### src/rtl/uart_tx_cfg.sv
// Parameterised UART transmitter fed by a small word FIFO; a word accepted at edge E starts on tx at E+2.
// ready drops only while the FIFO is full; frames run back-to-back with no idle gap while words are queued.
module uart_tx_cfg #(
    parameter int CLK_DIV    = 104,
    parameter int DATA_BITS  = 8,
    parameter int PARITY     = 0,
    parameter int STOP_BITS  = 1,
    parameter int FIFO_DEPTH = 4
) (
    input  logic                          clk,
    input  logic                          rst,
    input  logic [DATA_BITS-1:0]          data,
    input  logic                          valid,
    output logic                          ready,
    output logic                          tx,
    output logic                          busy,
    output logic [$clog2(FIFO_DEPTH):0]   level
);
    localparam int             AW        = $clog2(FIFO_DEPTH);
    localparam logic           PAR_EN    = (PARITY == 1) || (PARITY == 2);
    localparam logic           PAR_ODD   = (PARITY == 1);
    localparam logic [15:0]    BAUD_LAST = 16'(CLK_DIV - 1);
    localparam logic [3:0]     DATA_LAST = 4'(DATA_BITS - 1);
    localparam logic [3:0]     STOP_LAST = 4'(STOP_BITS - 1);
    localparam logic [AW:0]    DEPTH_L   = (AW+1)'(FIFO_DEPTH);

    typedef enum logic [2:0] {IDLE, START, DATA, PAR, STOP} state_t;

    state_t                 state, state_nxt;
    logic [DATA_BITS-1:0]   mem [FIFO_DEPTH];
    logic [AW-1:0]          wr_ptr, rd_ptr;
    logic [AW:0]            count;
    logic                   full, empty, push, pop;
    logic [DATA_BITS-1:0]   shreg;
    logic                   par_bit, bit_val, bit_end;
    logic [15:0]            baud_cnt;
    logic [3:0]             bit_cnt;

    assign full    = (count == DEPTH_L);
    assign empty   = (count == '0);
    assign ready   = rst & ~full;
    assign push    = valid & ready;
    assign busy    = (state != IDLE) | ~empty;
    assign level   = count;
    assign bit_end = (baud_cnt == BAUD_LAST);

    always_ff @(posedge clk) begin
        if (push) mem[wr_ptr] <= data;
    end

    // pop is only raised on registered non-empty, so a word written this edge is never popped this edge
    always_ff @(posedge clk or negedge rst) begin
        if (!rst) begin
            wr_ptr <= '0;
            rd_ptr <= '0;
            count  <= '0;
        end else begin
            if (push) wr_ptr <= wr_ptr + 1'b1;
            if (pop)  rd_ptr <= rd_ptr + 1'b1;
            case ({push, pop})
                2'b10:   count <= count + 1'b1;
                2'b01:   count <= count - 1'b1;
                default: count <= count;
            endcase
        end
    end

    always_comb begin
        state_nxt = state;
        pop       = 1'b0;
        case (state)
            IDLE: begin
                if (!empty) begin
                    state_nxt = START;
                    pop       = 1'b1;
                end
            end
            START: if (bit_end) state_nxt = DATA;
            DATA: begin
                if (bit_end && bit_cnt == DATA_LAST) state_nxt = PAR_EN ? PAR : STOP;
            end
            PAR: if (bit_end) state_nxt = STOP;
            STOP: begin
                if (bit_end && bit_cnt == STOP_LAST) begin
                    if (!empty) begin
                        state_nxt = START;
                        pop       = 1'b1;
                    end else begin
                        state_nxt = IDLE;
                    end
                end
            end
            default: state_nxt = IDLE;
        endcase
    end

    always_comb begin
        bit_val = 1'b1;
        case (state)
            START:   bit_val = 1'b0;
            DATA:    bit_val = shreg[0];
            PAR:     bit_val = par_bit;
            default: bit_val = 1'b1;
        endcase
    end

    always_ff @(posedge clk or negedge rst) begin
        if (!rst) state <= IDLE;
        else      state <= state_nxt;
    end

    // baud counter restarts on every bit boundary; bit counter restarts on every state change
    always_ff @(posedge clk or negedge rst) begin
        if (!rst) begin
            tx       <= 1'b1;
            baud_cnt <= '0;
            bit_cnt  <= '0;
            shreg    <= '0;
            par_bit  <= 1'b0;
        end else begin
            tx <= bit_val;
            if (state == IDLE || bit_end) baud_cnt <= '0;
            else                          baud_cnt <= baud_cnt + 16'd1;
            if (state_nxt != state) bit_cnt <= '0;
            else if (bit_end)       bit_cnt <= bit_cnt + 4'd1;
            if (pop) begin
                shreg   <= mem[rd_ptr];
                par_bit <= (^mem[rd_ptr]) ^ PAR_ODD;
            end else if (state == DATA && bit_end) begin
                shreg <= shreg >> 1;
            end
        end
    end
endmodule

### config.mk
export PLATFORM = sky130hd
export DESIGN_NAME = uart_tx_cfg
export DESIGN_NICKNAME = d
export VERILOG_FILES = /design/src/rtl/uart_tx_cfg.sv
export SDC_FILE = /design/constraint.sdc
export NUM_CORES = 1
export LEC_CHECK = 0
export ABC_CLOCK_PERIOD_IN_PS = 2600
export CORE_MARGIN = 2
export CORE_UTILIZATION = 54
export DETAILED_ROUTE_END_ITERATION = 7
export GPL_TIMING_DRIVEN = 1
export MAX_ROUTING_LAYER = met4
export PLACE_DENSITY = 0.82
export SLEW_MARGIN = 5
export SYNTH_ARGS = -nofsm -noshare
export SYNTH_HDL_FRONTEND = slang
export SYNTH_SLANG_ARGS = --single-unit
### constraint.sdc
create_clock -name clk -period 2.6 [get_ports clk]
set_clock_uncertainty 0.05 [all_clocks]
set_input_delay 0.52 -clock clk [delete_from_list [all_inputs] [get_ports clk]]
set_output_delay 0.52 -clock clk [all_outputs]
set_load 0.005 [all_outputs]
; After elaboration in Yosys (flattened, before gate mapping)
; Memory sizes are Yosys's and may differ from the RTL's.
; Cells that the tools add are included.
[word_totals]
romBits = 0
elab_cells = 62
register_bits = 40
mem_count = 1
ramBits = 32
in_bits = 11
latch_bits = 0
out_inout_bits = 6
[mem_list]
columns = name, depth, word_bits, rd, rd_ports_with_merged_regs, write_ports, line_no
row1 = mem, 4, 8, 1, 0, 1, 30  ; logic [DATA_BITS-1:0] mem [FIFO_DEPTH];
[op_classes]
shift = 0
magnitude_cmp = 0
addsub = 6
n_mul = 0
muxes = 19
n_bitwise = 5
reduce_logical = 12
n_div = 0
eq_ne = 10
[op_table]
columns = operator, n
row1 = adder 16 x 1 -> 16 bit (second input constant), 1
row2 = equality test 16 x 7 -> 1 bit (second input constant), 1
row3 = two-way mux 16 bit, 1
row4 = two-way mux 8 bit, 2
row5 = two-way mux 3 bit, 5
row6 = case mux 3 bit (5 select lines), 1
row7 = two-way mux 4 bit, 2
row8 = XOR reduction 8 bit, 1
row9 = equality test 3 x 2 -> 1 bit (second input constant), 2
row10 = equality test 3 bit (second input constant), 2
row11 = zero test 3 bit, 2
row12 = case mux 3 bit (2 select lines), 1
row13 = nonzero test 2 bit, 3
row14 = two-way mux 1 bit, 5
row15 = adder 2 x 1 -> 2 bit (second input constant), 2
row16 = adder 4 x 1 -> 4 bit (second input constant), 1
row17 = equality test 4 x 3 -> 1 bit (second input constant), 1
row18 = zero test 4 bit, 1
row19 = adder 3 x 1 -> 3 bit (second input constant), 1
row20 = equality test 3 x 1 -> 1 bit (second input constant), 1
row21 = logical AND 1 bit, 3
row22 = inequality test 3 bit, 1
row23 = case mux 1 bit (3 select lines), 1
row24 = nonzero test 3 bit, 1
row25 = 8 further kinds, 10

; Logic depth before layout (Yosys ltp)
[logic_depth]
depth_word = 6
depth_mapped = 13
mapped_depth_nobuf = 13

; Worst setup path after synthesis
; OpenSTA, ideal clock, no wires.
[synth_path]
kind = flip-flop to flip-flop
start = reg baud_cnt[0]
end = reg count[2], in the netlist level[2]
arrival_time_ps = 2488
required_time_ps = 2471
setup_ps = 79
stages_incl_launch_ff = 13
path_slack_ps = -18
period_less_slack_ps = 2618
n_path_buf = 0
cell_sequence = dfrtp_1 -> ha_1 -> and3_1 -> nand4_4 -> o21ai_2 -> nand2_1 -> inv_1 -> ha_1 -> inv_1 -> fa_1 -> xor2_1 -> nor2_1 -> xor2_1
[synth_via]
elab_chain_cells = 6
elab_cells_between_ends = 8
cone_classes = 3 x eq/ne / 3 x mux / 2 x reduce/logical
[synth_rtl]
columns = element, line_no
row1 = start: declaration, 36  ; logic [15:0] baud_cnt;
row2 = start signal: assignment, 123  ; else baud_cnt <= baud_cnt + 16'd1;
row3 = equality test 16 x 7 -> 1 bit (*), 45  ; assign bit_end = (baud_cnt == BAUD_LAST);
row4 = logical AND 1 bit (*), 84  ; if (bit_end && bit_cnt == STOP_LAST) begin
row5 = two-way mux 1 bit (*), 84
row6 = case mux 1 bit (2 select lines) (*), 71  ; case (state)
row7 = equality test 2 x 1 -> 1 bit or equality test 2 bit (tied branches), 60  ; case ({push, pop})
row8 = case mux 3 bit (2 select lines) or nonzero test 2 bit (tied branches), --
row9 = end signal: assignment, 61  ; 2'b10: count <= count + 1'b1;
row10 = end signal: assignment, 62  ; 2'b01: count <= count - 1'b1;
row11 = end signal: assignment, 63  ; default: count <= count;
row12 = end: declaration, 32  ; logic [AW:0] count;
; Every way passes the cells marked *; elsewhere a longest branch is shown, timed or not.
; A chain may end at the register's enable or synchronous reset.

; Final worst setup path
[layout_path]
start = reg baud_cnt[12]
end = reg count[2], in the netlist level[2]
; Same word-level chain as after synthesis.

==> out/metrics.cfg <==
[global_routing]
grt_start_max_net_pins=41
grt_pass1_vias=2027
top_usage_layer=met2
antenna_found_initial=0
track_usage_pct=18.0
overflow=0
grt_use_met1_pct=21.8
grt_pass1_wl_microns=9510
grtUsageMet3_pct=2.98
use_met2_pct=30.6

[routing]
route.detailed.drc=0
drt_iter0_markers=123
first_pass_iters=4
ant_nets=0
viasPerCell=5.51
num_vias=2007
wl_per_cell_microns=15.7
drt-total-wl_microns=5700

[synthesis]
synth.largest_area_cell=dfrtp_1
synthTopCellsByArea=dfrtp_1 29%, edfxtp_1 29%, mux4_2 5.4%, mux2_1 4.0%, xnor2_1 3.9%
postSynthAreaPerCell_sq_um=13.3
async_flop_share_pct=55.6
synth_top_flop_cell=dfrtp_1
synthTopCellsByCount=39 x dfrtp_1, 32 x edfxtp_1, 20 x nor2_1
synth_edf_count=32
ys_warn_count=0
syn_nets=272
yosysTopAreaCellShare_pct=29.1
ys_ff_latch=72
netlist_area_sq_mm=0.00335
yosysMostFrequentCell=dfrtp_1
synth.distinct_cells=41
syn_inst=252
yosysSeqAreaShare_pct=58.5

[min_path]
hold_path_class=in2async

[cells_and_area]
final_util_pct=65.6
fin_cells=364
fin_nets=304
area_delta_synth_final_pct=16.5
diodes=0
drive_above_1_share_pct=18.7

[critical_path]
worstPathMaxFanout=4
cp_data_required_time_ns=2.82
crit_family=simple AND/OR/NAND/NOR gates
reg2reg_depth=11
crit_type=reg2reg
slowest_stage=dfrtp_1
start_kind=flip-flop
worst-path-buf-inv=2
critical_path_depth=11
end_kind=flip-flop
critPathMaxStageDelay_ns=0.45
critical_path_arrival_ns=2.64
worstPathCellList=nor4_4 > nand4_4 > o21ai_4 > nand2_2 > inv_1 > ha_2 > inv_1 > fa_2 > xor2_1 > nor2_1 > xor2_1

[sta]
final-hold-violation-count=0
finalCritPeriodShare_pct=93.0
tightest_slew_ns=0.508
period_needed_ns=2.42
rsz0062_at_grt=false
maxSlewViolCount=0
max-slew-margin-rel_pct=66.1
setup_tns_ns=0
setup_slack_ns=0.183
setup_viol=0
fmax_mhz=414

[power_and_ir_drop]
vdd_drop_max_uv=626
p_total_uw=3730
powerDensity_mw_per_mm2=954
p_leak_uw=0.00155

[die]
initial_utilization_pct=56.3
die_w_microns=82.8
dieArea_sq_mm=0.00686
std_cell_rows=28
fp.dieH_microns=82.8
ios=17
core_sq_mm=0.00596

[place]
place_congestion=0.761
port_buffers=16
place_ws_ns=0.143
dp_hpwl_microns=3840
place_inst=344

[clock_network]
numCtsBuffers=9
clock_latency_ns=0.34
root_buffer=clkbuf_8
postCtsHoldBufs=0
htreeDepth=3
cts_tree=yes
path_clk_slew_ns=0.08
cts_sinks=72
cts_buffer_depth=2

[outcome]
status=completed

[flow_run]
maxCapViolations=0

## flip-flops by register name, indices dropped and copies added, names as in the netlist
register / count
mem: 32
baud_cnt: 16
shreg: 8
bit_cnt: 4
level: 3
state: 3
rd_ptr: 2
wr_ptr: 2
par_bit: 1
tx: 1
## cell type report
| type | instances | area, sq um |
|---|---|---|
| fill | 426 | 2050 |
| sequential | 72 | 1960 |
| multi-input combinational | 158 | 1330 |
| timing repair buffer | 28 | 245 |
| clock buffer | 11 | 153 |
| tap | 75 | 93.8 |
| clock inverter | 5 | 62.6 |
| inverter | 15 | 56.3 |
## metal layers
layer | vias up | wire, microns
li1 | 961 | -
met1 | 1008 | 2450
met2 | 29 | 3010
met3 | 9 | 157
met4 | 0 | 85
met5 | - | 0
## worst reg2reg max path: stages, from the launching register on
cell,delay [ns]
dfrtp_1,0.45
nor4_4,0.36
nand4_4,0.16
o21ai_4,0.20
nand2_2,0.07
inv_1,0.06
ha_2,0.18
inv_1,0.05
fa_2,0.33
xor2_1,0.15
nor2_1,0.15
xor2_1,0.15
## logic make-up (layout without fill, tap and decap cells)
kind of cell             after synthesis  in the layout  share of synthesized area [%]
AO/OA/AOI/OAI                         23             23                           4.33
flip-flops                            72             72                           58.5
buffers and inverters                 22             59                           2.50
adder cells (fa/ha/maj)                9              9                           3.58
XOR/XNOR                              27             27                           7.05
AND/OR/NAND/NOR                       77             77                           13.9
multiplexers                          22             22                           10.1
## where the power goes
group / internal, uW / total [uW] / leakage [uW] / switching, uW
Combinational: 646 / 1170 / 0.000649 / 525
Sequential: 1440 / 1620 / 0.000798 / 183
Clock: 507 / 937 / 0.000101 / 431
## path summary, 6_finish.rpt
path / from / endpoint / slack [ns]
min in group clk: shreg[1] / shreg[0] / 0.45
max in group asynchronous: rst / baud_cnt[7] / 1.90
max: baud_cnt[12] / level[2] / 0.18
max reg2reg: baud_cnt[12] / level[2] / 0.18
min: rst / bit_cnt[1] / 0.23
min reg2reg: shreg[1] / shreg[0] / 0.45
## what timing repair did
item                                    in CTS  in global routing
gates resized for setup                      0                  7
endpoints found under the setup margin       0                  1
setup buffers                                0                  4
## cell usage in the layout (no fill, tap or decap), types with 3 or more instances in the layout
cell / n
nor3_1: 4
mux2_1: 12
xnor2_1: 15
buf_4: 12
edfxtp_1: 32
and3_1: 5
xor2_1: 12
a21oi_1: 7
and2_1: 3
nand2_1: 14
nor2_1: 20
mux4_2: 8
clkbuf_8: 9
clkdlybuf4s50_1: 15
nand3_1: 9
or3_1: 3
ha_1: 6
dfrtp_1: 38
nand4_1: 3
o21ai_0: 6
inv_1: 15
## stage by stage
| stage | hold WS (ns) | area (sq um) |
|---|---|---|
| finish | 0.233 | 3910 |
| global route | 0.275 | 3910 |
| CTS | 0.257 | 3850 |
| detailed placement | 0.409 | 3640 |
| global placement | 0.383 | 3640 |
| floorplan | 0.174 | 3360 |
(Power assumes the default switching activity.)
